### src/rtl/muldiv_unit.sv
// rtl/muldiv_unit.sv - iterative MIPS mult/multu/div/divu unit owning the HI/LO registers
// Optional MULDIV_EARLY_TERM_EN: multiplies finish once the remaining multiplier magnitude is zero.
module muldiv_unit #(
    parameter int WIDTH = 32
) (
    input  logic             clk,
    input  logic             rst_n,
    input  logic             start,
    input  logic [1:0]       op,
    input  logic [WIDTH-1:0] in1,
    input  logic [WIDTH-1:0] in2,
    input  logic             flush,
    input  logic             hi_we,
    input  logic             lo_we,
    input  logic [WIDTH-1:0] wdata,
    output logic             busy,
    output logic             done,
    output logic             div_zero,
    output logic [WIDTH-1:0] hi,
    output logic [WIDTH-1:0] lo
);

    localparam logic [1:0] S_IDLE = 2'd0;
    localparam logic [1:0] S_MUL  = 2'd1;
    localparam logic [1:0] S_DIV  = 2'd2;
    localparam logic [1:0] S_FIN  = 2'd3;
    localparam int CW = $clog2(WIDTH);

    logic [1:0]         state;
    logic [CW-1:0]      cnt;
    logic               is_div;
    logic               neg_lo;
    logic               neg_hi;
    logic [2*WIDTH-1:0] acc;
    logic [2*WIDTH-1:0] mcand;
    logic [WIDTH-1:0]   mplier;
    logic [WIDTH-1:0]   quo;
    logic [WIDTH-1:0]   rem;
    logic [WIDTH-1:0]   divisor;

    logic               sgn;
    logic [WIDTH-1:0]   mag1;
    logic [WIDTH-1:0]   mag2;
    logic               zero_div;
    logic               mul_last;
    logic               div_last;
    logic [WIDTH:0]     part;
    logic               part_ge;
    logic [WIDTH-1:0]   rem_next;
    logic [2*WIDTH-1:0] prod;
    logic [WIDTH-1:0]   res_hi;
    logic [WIDTH-1:0]   res_lo;

    assign sgn      = ~op[0];
    assign mag1     = (sgn && in1[WIDTH-1]) ? -in1 : in1;
    assign mag2     = (sgn && in2[WIDTH-1]) ? -in2 : in2;
    assign zero_div = op[1] && (in2 == '0);

`ifdef MULDIV_EARLY_TERM_EN
    assign mul_last = (mplier[WIDTH-1:1] == '0);
`else
    assign mul_last = (cnt == CW'(WIDTH - 1));
`endif
    assign div_last = (cnt == CW'(WIDTH - 1));

    // Restoring step: when the trial subtraction fits, the W-bit wraparound
    // difference is exact because the true remainder is below the divisor.
    assign part     = {rem, quo[WIDTH-1]};
    assign part_ge  = (part >= {1'b0, divisor});
    assign rem_next = part_ge ? (part[WIDTH-1:0] - divisor) : part[WIDTH-1:0];

    assign prod   = neg_lo ? -acc : acc;
    assign res_hi = is_div ? (neg_hi ? -rem : rem) : prod[2*WIDTH-1:WIDTH];
    assign res_lo = is_div ? (neg_lo ? -quo : quo) : prod[WIDTH-1:0];

    assign busy = (state == S_MUL) || (state == S_DIV);
    assign done = (state == S_FIN) && !flush;

    always_ff @(posedge clk) begin
        if (!rst_n) begin
            state    <= S_IDLE;
            cnt      <= '0;
            is_div   <= 1'b0;
            neg_lo   <= 1'b0;
            neg_hi   <= 1'b0;
            acc      <= '0;
            mcand    <= '0;
            mplier   <= '0;
            quo      <= '0;
            rem      <= '0;
            divisor  <= '0;
            div_zero <= 1'b0;
            hi       <= '0;
            lo       <= '0;
        end else begin
            case (state)
                S_IDLE: begin
                    if (hi_we) hi <= wdata;
                    if (lo_we) lo <= wdata;
                    if (start && !flush) begin
                        div_zero <= zero_div;
                        is_div   <= op[1];
                        cnt      <= '0;
                        acc      <= '0;
                        mcand    <= {{WIDTH{1'b0}}, mag1};
                        mplier   <= mag2;
                        divisor  <= mag2;
                        if (zero_div) begin
                            // FIN then publishes rem/quo unchanged: hi=in1, lo=all ones
                            rem    <= in1;
                            quo    <= '1;
                            neg_lo <= 1'b0;
                            neg_hi <= 1'b0;
                            state  <= S_FIN;
                        end else begin
                            rem    <= '0;
                            quo    <= mag1;
                            neg_lo <= sgn & (in1[WIDTH-1] ^ in2[WIDTH-1]);
                            neg_hi <= op[1] & sgn & in1[WIDTH-1];
                            state  <= op[1] ? S_DIV : S_MUL;
                        end
                    end
                end
                S_MUL: begin
                    if (flush) begin
                        state <= S_IDLE;
                    end else begin
                        if (mplier[0]) acc <= acc + mcand;
                        mcand  <= mcand << 1;
                        mplier <= mplier >> 1;
                        cnt    <= cnt + CW'(1);
                        if (mul_last) state <= S_FIN;
                    end
                end
                S_DIV: begin
                    if (flush) begin
                        state <= S_IDLE;
                    end else begin
                        rem <= rem_next;
                        quo <= {quo[WIDTH-2:0], part_ge};
                        cnt <= cnt + CW'(1);
                        if (div_last) state <= S_FIN;
                    end
                end
                default: begin
                    state <= S_IDLE;
                    if (!flush) begin
                        hi <= res_hi;
                        lo <= res_lo;
                    end
                end
            endcase
        end
    end

endmodule

### config.mk
export PLATFORM = sky130hd
export DESIGN_NAME = muldiv_unit
export DESIGN_NICKNAME = d
export VERILOG_FILES = /design/src/rtl/muldiv_unit.sv
export SDC_FILE = /design/constraint.sdc
export NUM_CORES = 1
export LEC_CHECK = 0
export CELL_PAD_IN_SITES_DETAIL_PLACEMENT = 1
export CELL_PAD_IN_SITES_GLOBAL_PLACEMENT = 1
export CORE_MARGIN = 2
export CORE_UTILIZATION = 41
export CTS_BUF_LIST = sky130_fd_sc_hd__clkbuf_8
export CTS_CLUSTER_SIZE = 28
export DETAILED_ROUTE_END_ITERATION = 8
export PLACE_DENSITY_LB_ADDON = 0.1
export SLEW_MARGIN = 10
export SYNTH_ARGS = -nofsm -noshare
export SYNTH_HDL_FRONTEND = slang
export SYNTH_SLANG_ARGS = --single-unit
### constraint.sdc
create_clock -name clk -period 3.1 [get_ports clk]
set_input_delay 0.62 -clock clk [delete_from_list [all_inputs] [get_ports clk]]
set_output_delay 0.62 -clock clk [all_outputs]
set_load 0.01 [all_outputs]
After elaboration in Yosys (flattened, before gate mapping). Index checks and enable logic that the tools add are counted.

Logic and storage cells: 106. Output and inout port bits: 67. Input bits: 104. Register bits: 331.

Equality and inequality tests: 13. Add/subtract/negate cells: 8. Mux-type cells: 43. Reduce and logical (&&, ||, !) cells: 21. $lt $le $gt $ge: 1. Bitwise operators: 6.

Operator list (number): 32-bit 2-to-1 mux (19); 64-bit 2-to-1 mux (6); 32-bit case mux with 2 select lines (5); 64-bit case mux with 2 select lines (2); 32-bit negator (4); 64-bit adder (1); 64-bit negator (1); 33-bit by 32-bit greater-or-equal comparator with 1-bit output (1); 32-bit zero test (1); 32-bit subtractor (1); 3-bit AND reduction (5); 2-bit inequality test, second input constant (7); 2-bit 2-to-1 mux (5); 5-bit 2-to-1 mux (2); 5-bit case mux with 2 select lines (1); 2-bit nonzero test (3); 5-bit by 1-bit adder with 5-bit output, second input constant (1); 5-bit equality test, second input constant (1); 1-bit logical AND (5); 2-bit equality test, second input constant (2); 2-bit case mux with 2 select lines (1); 2-bit AND reduction (2); 4-bit AND reduction (1); 1-bit bitwise AND (3); 10 further kinds (12).

Logic depth before layout (Yosys ltp).
Word-level depth: 6. Mapped depth: 15. Depth with buffers taken out: 13.

Worst setup path after synthesis. No wires, ideal clock.

Path type: flip-flop to flip-flop. Start point: register acc[0]. End point: register acc[60]. Library setup time: 0.062 ns. Arrival: 3.116 ns. Buffers on the path: 0. Required time: 3.038 ns. Path slack: -0.078 ns. Cell stages (with the launch flop): 14. Period minus slack after synthesis: 3.178 ns. Path through: dfxtp_1 > ha_1 > inv_1 > fa_1 > nor2b_1 > o31ai_1 > o31ai_1 > o2111ai_1 > a31oi_1 > a211oi_1 > o31ai_1 > nand3_1 > a211o_1 > nand3_1.

Longest elaborated chain between the ends: 4.

RTL lines: from (decl) (line 34) `logic [2*WIDTH-1:0] acc;`; from (signal assigned) (line 128) `if (mplier[0]) acc <= acc + mcand;`; 64-bit adder (line 128); 64-bit 2-to-1 mux (line 128); 64-bit 2-to-1 mux (line 125) `if (flush) begin`; 64-bit case mux with 2 select lines (line 96) `case (state)`.

No other way between the ends. The select of a mux whose other input is x is not followed. A chain may end at the register's enable or synchronous reset.

Worst setup path after layout.
Start point: register acc[27]. End point: register hi[28].

Longest elaborated chain between the ends: 5.

RTL lines: 64-bit negator (line 72) `assign prod = neg_lo ? -acc : acc;`; 64-bit 2-to-1 mux (line 72); 32-bit 2-to-1 mux (line 73) `assign res_hi = is_div ? (neg_hi ? -rem : rem) : prod[2*WIDTH-1:WIDTH];`; 32-bit 2-to-1 mux (line 147) `if (!flush) begin`; 32-bit case mux with 2 select lines (line 96); to (signal assigned) (line 98) `if (hi_we) hi <= wdata;`; to (signal assigned) (line 148) `hi <= res_hi;`; to (decl) (line 19) `output logic [WIDTH-1:0] hi,`.

No other way between the ends. The select of a mux whose other input is x is not followed.

==> results.json <==
{
  "regArea_mm2": 0.006705,
  "drtPass1Iterations": 6,
  "r2r-end": "hi[28]",
  "tightest_slew_ns": 1.031,
  "ant_nets": 0,
  "worst-setup-path-type": "flop to flop",
  "die_h_um": 242.5,
  "maxCapViolCount": 0,
  "p_leak_nw": 13.84,
  "cts.sinks": 331,
  "slowest_stage": "or4b_4",
  "hold_path_end": "mplier[4]",
  "cts_root_buf": "clkbuf_8",
  "routabilityCongestion": 0.9628,
  "crit_chain": "buf_6, or4_4, or4b_4, buf_6, nor4_4, buf_4, nand3b_1, o31ai_2, xnor2_1, o21ai_1, a21oi_2, a21oi_2, a21oi_1",
  "fin_ws_ns": -0.2219,
  "fin_nets": 4007,
  "start_util_pct": 41.44,
  "power_density_mw_per_mm2": 827.3,
  "drc_errors": 0,
  "syn_area_mm2": 0.02332,
  "synth_top_area_share_pct": 28.42,
  "slew_violations": 0,
  "grt_usage_pct": 37.90,
  "viasPerCell": 6.143,
  "clock_latency_ns": 0.70,
  "cp-start-kind": "flop",
  "ys_top_cells_by_area": "dfxtp_1 (28%), a21oi_1 (8.1%), xnor2_1 (6.4%), nand2_1 (5.9%), ha_1 (5.7%)",
  "crit_family": "simple AND/OR/NAND/NOR gates",
  "antenna_found_initial": 8,
  "multi_input_area_mm2": 0.01743,
  "clockBufferDepth": 3,
  "dpl.hpwl_um": 87380,
  "die_area_mm2": 0.05880,
  "wl_per_cell_um": 25.72,
  "layout-drive-gt1-share_pct": 28.44,
  "r2r_start": "acc[27]",
  "h-tree-depth": 3,
  "fin_crit_sh_pct": 107.2,
  "fin_util_pct": 60.07,
  "min-delay-path-class": "flop to flop",
  "grt_first_pass_wirelength_um": 173600,
  "synthArstFlopShare_pct": 0,
  "wl_um": 118500,
  "die_x_um": 242.5,
  "setup_viol": 40,
  "cp.arrival_ns": 3.93,
  "yosysUniqueCellTypes": 85,
  "yosysMostFrequentCell": "a21oi_1",
  "critPathCaptureType": "flop",
  "cp.depth": 13,
  "synth_seq_cells": 331,
  "rrSetupSlack_ns": -0.22,
  "rsz0062_at_grt": "true",
  "required_ns": 3.70,
  "pin_count": 171,
  "yosysSeqAreaShare_pct": 28.42,
  "row_count": 87,
  "synth_edf_count": 0,
  "coreArea_mm2": 0.05628,
  "layout_min_cycle_time_ns": 3.322,
  "overflow": 0,
  "dp.cells": 4430,
  "hold_viol": 0,
  "synth-main-ff-cell": "dfxtp_1",
  "syn_area_per_cell_um2": 7.422,
  "place_ws_ns": -0.6411,
  "synthTopCellsByCount": "a21oi_1 (376), nand2_1 (367), dfxtp_1 (331)",
  "instances_no_fill": 4609,
  "outcome": "finished, violations left",
  "syn_to_final_growth_pct": 44.98,
  "fmax_ghz": 0.3010,
  "grt_pass1_vias": 28390,
  "clock_skew_ns": 0.03592,
  "fillerInstances": 6833,
  "rr_worst_depth": 13,
  "cts_made_buffers": 67,
  "grt_max_degree": 78,
  "drt_first_iter_violations": 2501,
  "tritoncts": "yes",
  "cp_max_fo": 4,
  "critPathBufInv": 3,
  "post-synth-top-area-cell": "dfxtp_1",
  "io_buffers": 170,
  "vias": 28310,
  "cts-hold-fix-buffers": 0,
  "p_total_mw": 27.97,
  "yosysWarnings": 0,
  "min_from": "mplier[4]",
  "vdd_drop_max_mv": 0.5695,
  "violations": "negative setup slack",
  "path_clk_slew_ns": 0.06,
  "netlist_instances": 3142,
  "holdPathStages": 2,
  "synth_fp_nets": 3355,
  "relSlewSlack_pct": 31.24,
  "max_stage_delay_ns": 0.54
}
[registers in the layout, summed over array words and instances, names as in the netlist, 32 cells and up]
signal and flops:
hi 32, lo 32, quo 32, mplier 32, acc 64, divisor 32
mcand 64, rem 32
[logic make-up (layout without fill, tap and decap cells)]
group | count (synthesis) | in the layout | share of synthesized area, %
DFF | 331 | 331 | 28.42
buffers and inverters | 333 | 1038 | 5.424
xor gates and xnor gates | 250 | 250 | 9.389
muxes | 40 | 40 | 2.050
and+or+nand+nor | 974 | 974 | 19.10
AOI/OAI and AO/OA | 1105 | 1105 | 29.71
other | 0 | 6 | 0
adders and majority gates | 109 | 109 | 5.913
[worst max path at each step]
stage,startpoint,endpoint,slack (ns)
floorplan,acc[0],acc[60],0.009
global placement,acc[5],lo[28],-0.50
detailed placement,acc[5],lo[28],-0.64
CTS,acc[6],hi[3],-0.15
global route,acc[0],hi[28],-0.37
finish,acc[27],hi[28],-0.22
[final cells by class]
cell class / count / share of cell area [%]
Sequential cell: 331 / 19.83
Clock inverter: 38 / 0.9955
Clock buffer: 84 / 3.420
Antenna cell: 6 / 0.04441
Tap cell: 756 / 2.798
Inverter: 120 / 1.347
Timing Repair Buffer: 796 / 20.00
Multi-Input combinational cell: 2478 / 51.56
[power breakdown]
part | switching (mW) | internal, mW | leakage (nW) | total, mW
sequential | 0.776 | 5.07 | 2.72 | 5.85
clock | 2.28 | 2.96 | 0.830 | 5.24
combinational | 9.53 | 7.35 | 10.3 | 16.9
[metrics by stage]
step	cell area (um2)	setup TNS, ns	hold slack (ns)
after floorplan	23330	0	0.4313
after global placement	29750	-34.80	0.4388
after detailed placement	29750	-43.58	0.4436
after CTS	32370	-1.151	0.4516
after global routing	33800	-8.933	0.4710
final	33810	-3.449	0.4491
[worst reg2reg max path: cells and delay by family, from the launching register on]
family          cells  cell delay [ns]
simple gates        4             1.44
flops               1             0.32
xor+xnor            1             0.19
buf+inv             3             0.46
compound gates      5             0.83
[cells in the final DEF (no fill, tap or decap), drive strengths merged, types with 13 or more instances in the layout]
cell	count
buf	627
a21oi	376
nand2	367
dfxtp	331
nor2	275
o21ai	251
xnor2	170
clkdlybuf4s50	169
inv	137
ha	107
clkbuf	84
xor2	80
nand3	75
a211oi	74
o211ai	66
a221oi	65
a21o	59
nor3	53
o31ai	47
nand4	36
a22oi	33
a31oi	29
nand2b	24
nor4	23
mux2	22
or4	21
o41ai	21
o21bai	19
or3	19
and3	18
nor2b	18
mux2i	14
clkinv	13
or2	13
[layer usage]
| layer | GRT usage, % | wire [um] | vias up |
|---|---|---|---|
| li1 | - | - | 12730 |
| met1 | 53.58 | 52030 | 14100 |
| met2 | 57.88 | 52270 | 1230 |
| met3 | 7.267 | 10370 | 250 |
| met4 | 11.89 | 3841 | 4 |
| met5 | 0 | 24 | - |
[timing repair]
action                                  in CTS  in global routing
gates resized for setup                    190                272
gates cloned                                 2                  0
endpoints found under the setup margin      93                102
buffers inserted                            31                 30
endpoints found under the hold margin        0                  0
pin swaps                                   80                126
(Power assumes the default switching activity.)
